### src/rtl/mistral_dsp_pkg.sv
// mistral_dsp_pkg: partial-sum FSM states and saturation limits shared by the MAC accumulator.
package mistral_dsp_pkg;
  localparam int MAX_ACC_W = 96;
  localparam logic [15:0] CNT_MAX = 16'hFFFF;
  typedef enum logic {IDLE, ACCUM} state_e;
  function automatic logic [MAX_ACC_W-1:0] acc_max(input int w);
    return (MAX_ACC_W'(1) << (w - 1)) - MAX_ACC_W'(1);
  endfunction
  function automatic logic [MAX_ACC_W-1:0] acc_min(input int w);
    return MAX_ACC_W'(1) << (w - 1);
  endfunction
endpackage

### src/rtl/mistral_sat_add.sv
// mistral_sat_add: signed adder with overflow flag and optional clamp to the signed range.
module mistral_sat_add
  import mistral_dsp_pkg::*;
#(
  parameter int W   = 64,
  parameter bit SAT = 1'b0
) (
  input  logic [W-1:0] a,
  input  logic [W-1:0] b,
  output logic [W-1:0] sum,
  output logic         ovf
);
  logic [W-1:0] raw;
  always_comb begin
    raw = a + b;
    ovf = (a[W-1] == b[W-1]) && (raw[W-1] != a[W-1]);
    sum = (SAT && ovf) ? (a[W-1] ? W'(acc_min(W)) : W'(acc_max(W))) : raw;
  end
endmodule

### src/rtl/mistral_mac_accum.sv
// mistral_mac_accum: groups signed products into sums, one registered result per P_LAST beat.
module mistral_mac_accum
  import mistral_dsp_pkg::*;
#(
  parameter int P_WIDTH   = 54,
  parameter int ACC_WIDTH = 64,
  parameter bit SATURATE  = 1'b0
) (
  input  logic                 CLK,
  input  logic                 SCLR_N,
  input  logic [P_WIDTH-1:0]   P,
  input  logic                 P_VALID,
  input  logic                 P_LAST,
  output logic                 P_READY,
  output logic [ACC_WIDTH-1:0] ACC,
  output logic                 ACC_VALID,
  input  logic                 ACC_READY,
  output logic                 OVF,
  output logic [15:0]          CNT
);
  state_e state_q, state_d;
  logic [ACC_WIDTH-1:0] sum_q, sum_d, acc_q, acc_d, add_a, add_sum, p_ext;
  logic [15:0] pcnt_q, pcnt_d, cnt_q, cnt_d, beat_cnt;
  logic povf_q, povf_d, ovf_q, ovf_d, acc_valid_q, acc_valid_d;
  logic idle, accept, add_ovf, beat_ovf;
  assign p_ext = ACC_WIDTH'($signed(P));
  assign idle = state_q == IDLE;
  assign add_a = idle ? '0 : sum_q;
  mistral_sat_add #(.W(ACC_WIDTH), .SAT(SATURATE)) u_add (
    .a(add_a), .b(p_ext), .sum(add_sum), .ovf(add_ovf)
  );
  assign P_READY = !(acc_valid_q && !ACC_READY);
  assign accept = P_VALID && P_READY;
  assign beat_cnt = idle ? 16'd1 : (pcnt_q == CNT_MAX ? pcnt_q : pcnt_q + 16'd1);
  assign beat_ovf = (!idle && povf_q) || add_ovf;
  always_comb begin
    state_d = state_q;
    sum_d = sum_q;
    pcnt_d = pcnt_q;
    povf_d = povf_q;
    acc_d = acc_q;
    cnt_d = cnt_q;
    ovf_d = ovf_q;
    acc_valid_d = (accept && P_LAST) ? 1'b1 : (acc_valid_q && ACC_READY) ? 1'b0 : acc_valid_q;
    if (accept && P_LAST) begin
      state_d = IDLE;
      acc_d = add_sum;
      cnt_d = beat_cnt;
      ovf_d = beat_ovf;
    end else if (accept) begin
      state_d = ACCUM;
      sum_d = add_sum;
      pcnt_d = beat_cnt;
      povf_d = beat_ovf;
    end
  end
  always_ff @(posedge CLK) begin
    if (!SCLR_N) begin
      state_q <= IDLE;
      sum_q <= '0;
      pcnt_q <= '0;
      povf_q <= 1'b0;
      acc_q <= '0;
      cnt_q <= '0;
      ovf_q <= 1'b0;
      acc_valid_q <= 1'b0;
    end else begin
      state_q <= state_d;
      sum_q <= sum_d;
      pcnt_q <= pcnt_d;
      povf_q <= povf_d;
      acc_q <= acc_d;
      cnt_q <= cnt_d;
      ovf_q <= ovf_d;
      acc_valid_q <= acc_valid_d;
    end
  end
  assign ACC = acc_q;
  assign CNT = cnt_q;
  assign OVF = ovf_q;
  assign ACC_VALID = acc_valid_q;
endmodule

### config.mk
export PLATFORM = sky130hd
export DESIGN_NAME = mistral_mac_accum
export DESIGN_NICKNAME = d
export VERILOG_FILES = /design/src/rtl/mistral_dsp_pkg.sv /design/src/rtl/mistral_sat_add.sv /design/src/rtl/mistral_mac_accum.sv
export SDC_FILE = /design/constraint.sdc
export NUM_CORES = 1
export LEC_CHECK = 0
export ABC_AREA = 1
export BUFFER_PORTS_ARGS = -buffer_cell sky130_fd_sc_hd__buf_2
export CAP_MARGIN = 20
export CORE_MARGIN = 2
export CORE_UTILIZATION = 40
export DETAILED_ROUTE_END_ITERATION = 16
export GPL_TIMING_DRIVEN = 0
export PLACE_DENSITY = 0.65
export SLEW_MARGIN = 20
export SYNTH_ARGS = -nofsm -noshare
export SYNTH_HDL_FRONTEND = slang
export SYNTH_SLANG_ARGS = --single-unit
### constraint.sdc
create_clock -name CLK -period 2.4 [get_ports CLK]
set_input_delay 0 -clock CLK [delete_from_list [all_inputs] [get_ports CLK]]
set_output_delay 0 -clock CLK [all_outputs]
set_load 0.02 [all_outputs]
* Word-level counts from Yosys, hierarchy flattened
Index checks and enable logic that the tools add are counted.
** Operators by class
- Shift-type cells :: 0
- Magnitude comparators :: 0
- Reductions and logical operators :: 12
- Bitwise logic cells :: 2
- Div/mod/pow operators :: 0
- Mux-type cells :: 5
- Multipliers :: 0
- Eq/ne operators :: 3
- Add/sub/neg operators :: 2
** Operator list (count)
- adder 64 bit :: 1
- 2-to-1 mux 64 bit :: 1
- 2-to-1 mux 16 bit :: 2
- adder 16 x 1 -> 16 bit (second input constant) :: 1
- equality test 16 bit (second input constant) :: 1
- logical AND 1 bit :: 6
- logical NOT 1 bit :: 2
- 2-to-1 mux 1 bit :: 2
- inverter 1 bit :: 2
- AND reduction 2 bit :: 1
- nonzero test 2 bit :: 1
- OR reduction 2 bit :: 1
- equality test 1 bit :: 1
- logical OR 1 bit :: 1
- inequality test 1 bit :: 1
** Word-level totals
- Flip-flop bits (word level) :: 164
- Bits in writable memories :: 0
- Latch bits :: 0
- Logic and storage cells :: 32
- Memories kept :: 0
- ROM bits :: 0

* Depth between registers and ports, before layout
- Word-level depth :: 7
- Gate-level depth with buffers :: 21
- Gate-level depth less buffers :: 19

* Hierarchy
A second synthesis with hierarchy kept.
** Second synthesis, totals
- Cells, all modules :: 2089
- Area, all modules :: 12311.8 µm²
** By module, submodules not included
- mistral_mac_accum :: seq. area each 3283.1 µm², area an instance 6324.8 µm², cells an instance 798, times used 1
- mistral_sat_add :: seq. area each 0.0 µm², area an instance 5987.0 µm², cells an instance 1291, times used 1

* Least setup slack after synthesis
Ideal clock, no wire load.
- Kind :: register to register
- Start :: register state_q
- End :: register sum_q[46]
- Path buffers :: 2
- Slack :: -0.187 ns
- Arrival :: 2.478 ns
- Required time :: 2.291 ns
- Cell stages (with the launch flop) :: 20
- Path through :: dfxtp_1 clkbuf_1 clkbuf_1 nand2_1 inv_1 ha_1 fa_1 nand3_1 nand2_1 nand2_1 nand2_1 nand3_1 nand2_1 nand2_1 nand2_1 nand2_1 nand3_1 nand3_1 nand2_1 inv_1
** On the way
- Cells in the longest elaborated chain, start to end :: 2
** RTL lines
- from (decl) :: line mistral_mac_accum.sv:21 : state_e state_q, state_d;
- from (signal assigned) :: line mistral_mac_accum.sv:68 : state_q <= state_d;
- 2-to-1 mux 64 bit :: line mistral_mac_accum.sv:28 : assign add_a = idle ? '0 : sum_q;
- adder 64 bit :: line mistral_sat_add.sv:15 : raw = a + b;
- to (signal assigned) :: line mistral_mac_accum.sv:69 : sum_q <= sum_d;
- to (decl) :: line mistral_mac_accum.sv:22 : logic [ACC_WIDTH-1:0] sum_q, sum_d, acc_q, acc_d, add_a, add_sum, p_ext;
No other way between the ends.
A chain may end at the register's enable or synchronous reset.

* Worst setup path in the final report
- Start :: register state_q
- End :: register sum_q[60]
The elaborated chain is that of the path after synthesis.

==> Implementation_results.wiki <==
{| class="wikitable"
! Metric !! Value
|-
| Total Neg Setup Slack || -7.51 ns
|-
| Period minus WS final || 2.61 ns
|-
| Endpoint of the most critical register-to-register path || sum_q[60]
|-
| Worst min-delay path category || in -> reg
|-
| Switching power || approximately 2700 uW
|-
| Routed wirelength normalized by instance count || 17.9 um
|-
| Finished Layout Cells || 2656
|-
| Worst slew pin tran || 0.847 ns
|-
| Area of the mapped netlist || 11900 sq um
|-
| Share of cells above drive strength 1 || between 30% and 40%
|-
| Last weighted congestion value of the routability-driven placer || between 0.9 and 1
|-
| Switching part of the total power || 33.8%
|-
| Highest clock rate || 0.384 GHz
|-
| Run status || complete, but fails checks
|-
| Crit path max fanout || 5
|-
| Synthesized netlist net count || 2149
|-
| Area of the multi-input gates || around 10000 sq um
|-
| Starting density of the core || approximately two fifths
|-
| Post-synthesis cell count || 2025
|-
| Layout area overhead || 47.6%
|-
| Power density over cell area || 459 nW/um^2
|-
| Width of the die || 177 um
|-
| Die outline height || 177 um
|-
| Number of nets in the layout || 2377
|-
| Wire length of the first global-routing pass || 70.9 mm
|-
| Reg power frac || 36.9%
|-
| Leading cell types in the layout, fill and taps excluded || nand2_1, inv_1, dfxtp_1, buf_2, nand2_2
|-
| Violated checks || setup timing
|-
| Clk sinks || 164
|-
| Number of placement rows || 63
|-
| Part of the total power dissipated in combinational logic || 25.7%
|-
| Final Hold Viols || 0
|-
| Count of unresolved DRC violations after routing || 0
|-
| Arrival time at the worst endpoint || slightly below 3 ns
|-
| Max-slew violations || 0
|-
| Vias in the first global route || 13000
|-
| Cell depth of the worst hold path || 3
|-
| Clock share of power || 37.4%
|-
| Hold_ws || 0.0357 ns
|-
| DPL Wire Length || ~36 mm
|-
| Root buffer cell || clkbuf_16
|-
| Sequential cell area || between 3000 and 4000 sq um
|-
| Worst IR drop on VDD || 0.402 mV
|-
| Worst Setup Slack, final || -0.205 ns
|-
| Class of the most critical setup path || reg -> reg
|-
| R2R cell count || 16
|-
| # fillers || 2791
|-
| Startpoint kind of the worst setup timing path || flop
|-
| Initial DRC count || 843
|-
| ANT cells || 0
|-
| Number of cells after detailed placement || 2556
|-
| Sequential cell area fraction in the yosys report || 27.5%
|-
| R2R Setup Slk || -0.21 ns
|-
| Area of the die || 31200 sq um
|-
| Clock-pin transition on the worst setup and hold timing paths || 0.08 ns
|-
| Internal Pwr Total || 5350 uW
|-
| Startpoint of the most critical setup path || state_q
|-
| Leakage power figure || 0.00939 uW
|-
| Critical path endpoint || sum_q[60]
|-
| Commonest non-fill, non-tap cell in the layout || nand2_1
|-
| Worst clock skew || approximately 0.018 ns
|-
| H-tree depth || 4
|-
| Number of vias in the routed layout || 13700
|-
| Antenna violations before repair || 0
|-
| Detailed-routing iteration count for the pre-antenna-repair pass || 6
|-
| Setup violations, final || slightly below 90
|-
| Yosys synthesis warning count || 0
|-
| Mean Syn Cell Area || 5.90 sq um
|-
| Nature of the critical path endpoint || flop
|-
| Core outline area || 29500 sq um
|-
| Rel. slew slack || 43.5%
|-
| Routed vias/inst || 5.16
|-
| TritonCTS buffer count || 17
|-
| Share of the clock period used by the worst path || 109%
|-
| Post-synthesis cell type count || 36
|-
| Global-route total usage across every layer || roughly 30%
|-
| Post-Route WL || between 40 and 50 mm
|-
| Clock latency on the worst-skew pair || 0.45 ns
|-
| R2R Path Start || state_q
|-
| Count of nets left with antenna violations after detail routing || 0
|-
| Clock buffer depth || 2
|-
| Overflow after GRT || 0
|-
| Clock tree from TritonCTS || yes
|-
| Maximum number of pins on one net before global-route repair || 17
|-
| Number of violations of the max-capacitance limit || 0
|-
| Buffers added on ports || roughly 140
|-
| Required time worst endpoint || 2.75 ns
|-
| Flop and latch count out of synthesis || 164
|-
| Number of top-level design ports || around 140
|-
| Unrepaired setup endpoints after global routing || yes
|}
## through the flow
step	setup slack (ns)	utilization, %	total power, uW	area (sq um)
5_1_grt	-0.285	59.8	8390	17600
3_5_place_dp	-1.19	44.6	4460	13200
6_report	-0.205	59.8	8080	17600
2_1_floorplan	0.00991	-	3960	12000
3_3_place_gp	-1.13	44.6	4440	13200
4_1_cts	-0.114	56.0	7900	16500
## cell type report
type                    count  area share [%]
inverters                 392            8.35
clock inverters            13            1.08
repair buffers            209            7.23
clock buffers              19            2.46
multi-input cells        1418            57.4
well taps                 390            2.77
flip-flops and latches    164            18.7
plain buffers              51            2.07
## routing by layer
layer  vias up  track usage (%)  share of wire [%]
li1       6737                -                  -
met1      6442             36.5                 42
met2       428             52.7                 49
met3       111             3.14                5.2
met4         0             11.9                4.2
met5         -                0                  0
## cell families (layout without fill, tap and decap cells)
logic type / Yosys count / after routing / share of synthesized area (%)
AO/OA/AOI/OAI: 315 / 315 / 15.3
flip-flops: 164 / 164 / 27.5
AND/OR/NAND/NOR: 1006 / 1006 / 33.9
buffers and inverters: 443 / 684 / 14.1
XOR/XNOR: 32 / 32 / 2.41
adder cells (fa/ha/maj): 65 / 65 / 6.87
## power by group through the flow
stage | combinational, uW | sequential (uW) | clock, uW
after floorplan | 846 | 3110 | 0
after global placement | 1400 | 3030 | 0
after global routing | 2230 | 3000 | 3160
after CTS | 1870 | 2980 | 3060
final | 2080 | 2980 | 3020
after detailed placement | 1420 | 3040 | 0
## critical path, cell delays in order (launching register included)
cell and delay [ns]:
dfxtp_4 0.40, clkbuf_16 0.19, clkbuf_16 0.16, buf_4 0.13, nand2_1 0.05, inv_1 0.08
ha_4 0.22, a21oi_1 0.22, o21ai_1 0.14, a21oi_1 0.20, nand2_1 0.09, a21oi_2 0.22
nand2_2 0.08, nand2_2 0.09, nand3_2 0.10, nand2_1 0.10, inv_1 0.04
## cell usage after synthesis
cell	number	area (sq um)
ha_1	64	801
a31oi_1	12	75.1
o21ai_1	1	5.00
clkbuf_1	38	143
xor2_2	1	16.3
nand4_1	12	75.1
buf_2	11	55.1
nand3_2	2	20.0
a21oi_1	100	500
dfxtp_1	164	3280
a21boi_0	1	7.51
a21oi_2	1	8.76
xnor2_1	16	140
nand2_4	1	11.3
nand3_1	95	475
nor3_1	16	80.1
nand2_1	737	2770
nor4_1	3	18.8
o21a_1	35	263
nand3b_1	6	45.0
or2_1	1	6.26
inv_2	1	3.75
nor3_4	1	16.3
nor2_2	2	12.5
nor2_4	2	22.5
o21ai_2	1	8.76
o21bai_1	21	158
nor2_1	123	462
inv_1	391	1470
buf_4	2	15.0
o211ai_1	23	173
a22o_1	6	52.6
fa_1	1	20.0
nand2_2	5	31.3
xor2_1	15	131
o21ai_0	114	571
## timing repair
| action | 4_1_cts | 5_1_grt |
|---|---|---|
| endpoints found under the hold margin | 4 | 0 |
| resized for setup | 511 | 282 |
| buffers inserted | 40 | 21 |
| endpoints found under the setup margin | 120 | 112 |
| hold buffers | 4 | 0 |
| pin swaps | 94 | 93 |
| cloned | 3 | 0 |
## sequential cells by signal, indices dropped and copies added, names as in the netlist
register and count:
povf_q 1, ACC_VALID 1, state_q 1, sum_q 64, pcnt_q 16, CNT 16
OVF 1, ACC 64
## worst min path at each step
stage / startpoint / endpoint / slack (ns)
final: P[1] / ACC[1] / 0.04
after CTS: P[4] / ACC[4] / 0.04
after global placement: SCLR_N / state_q / 0.32
after floorplan: SCLR_N / state_q / 0.17
after detailed placement: SCLR_N / state_q / 0.32
after global routing: P[1] / ACC[1] / 0.03
(Power assumes the default switching activity.)
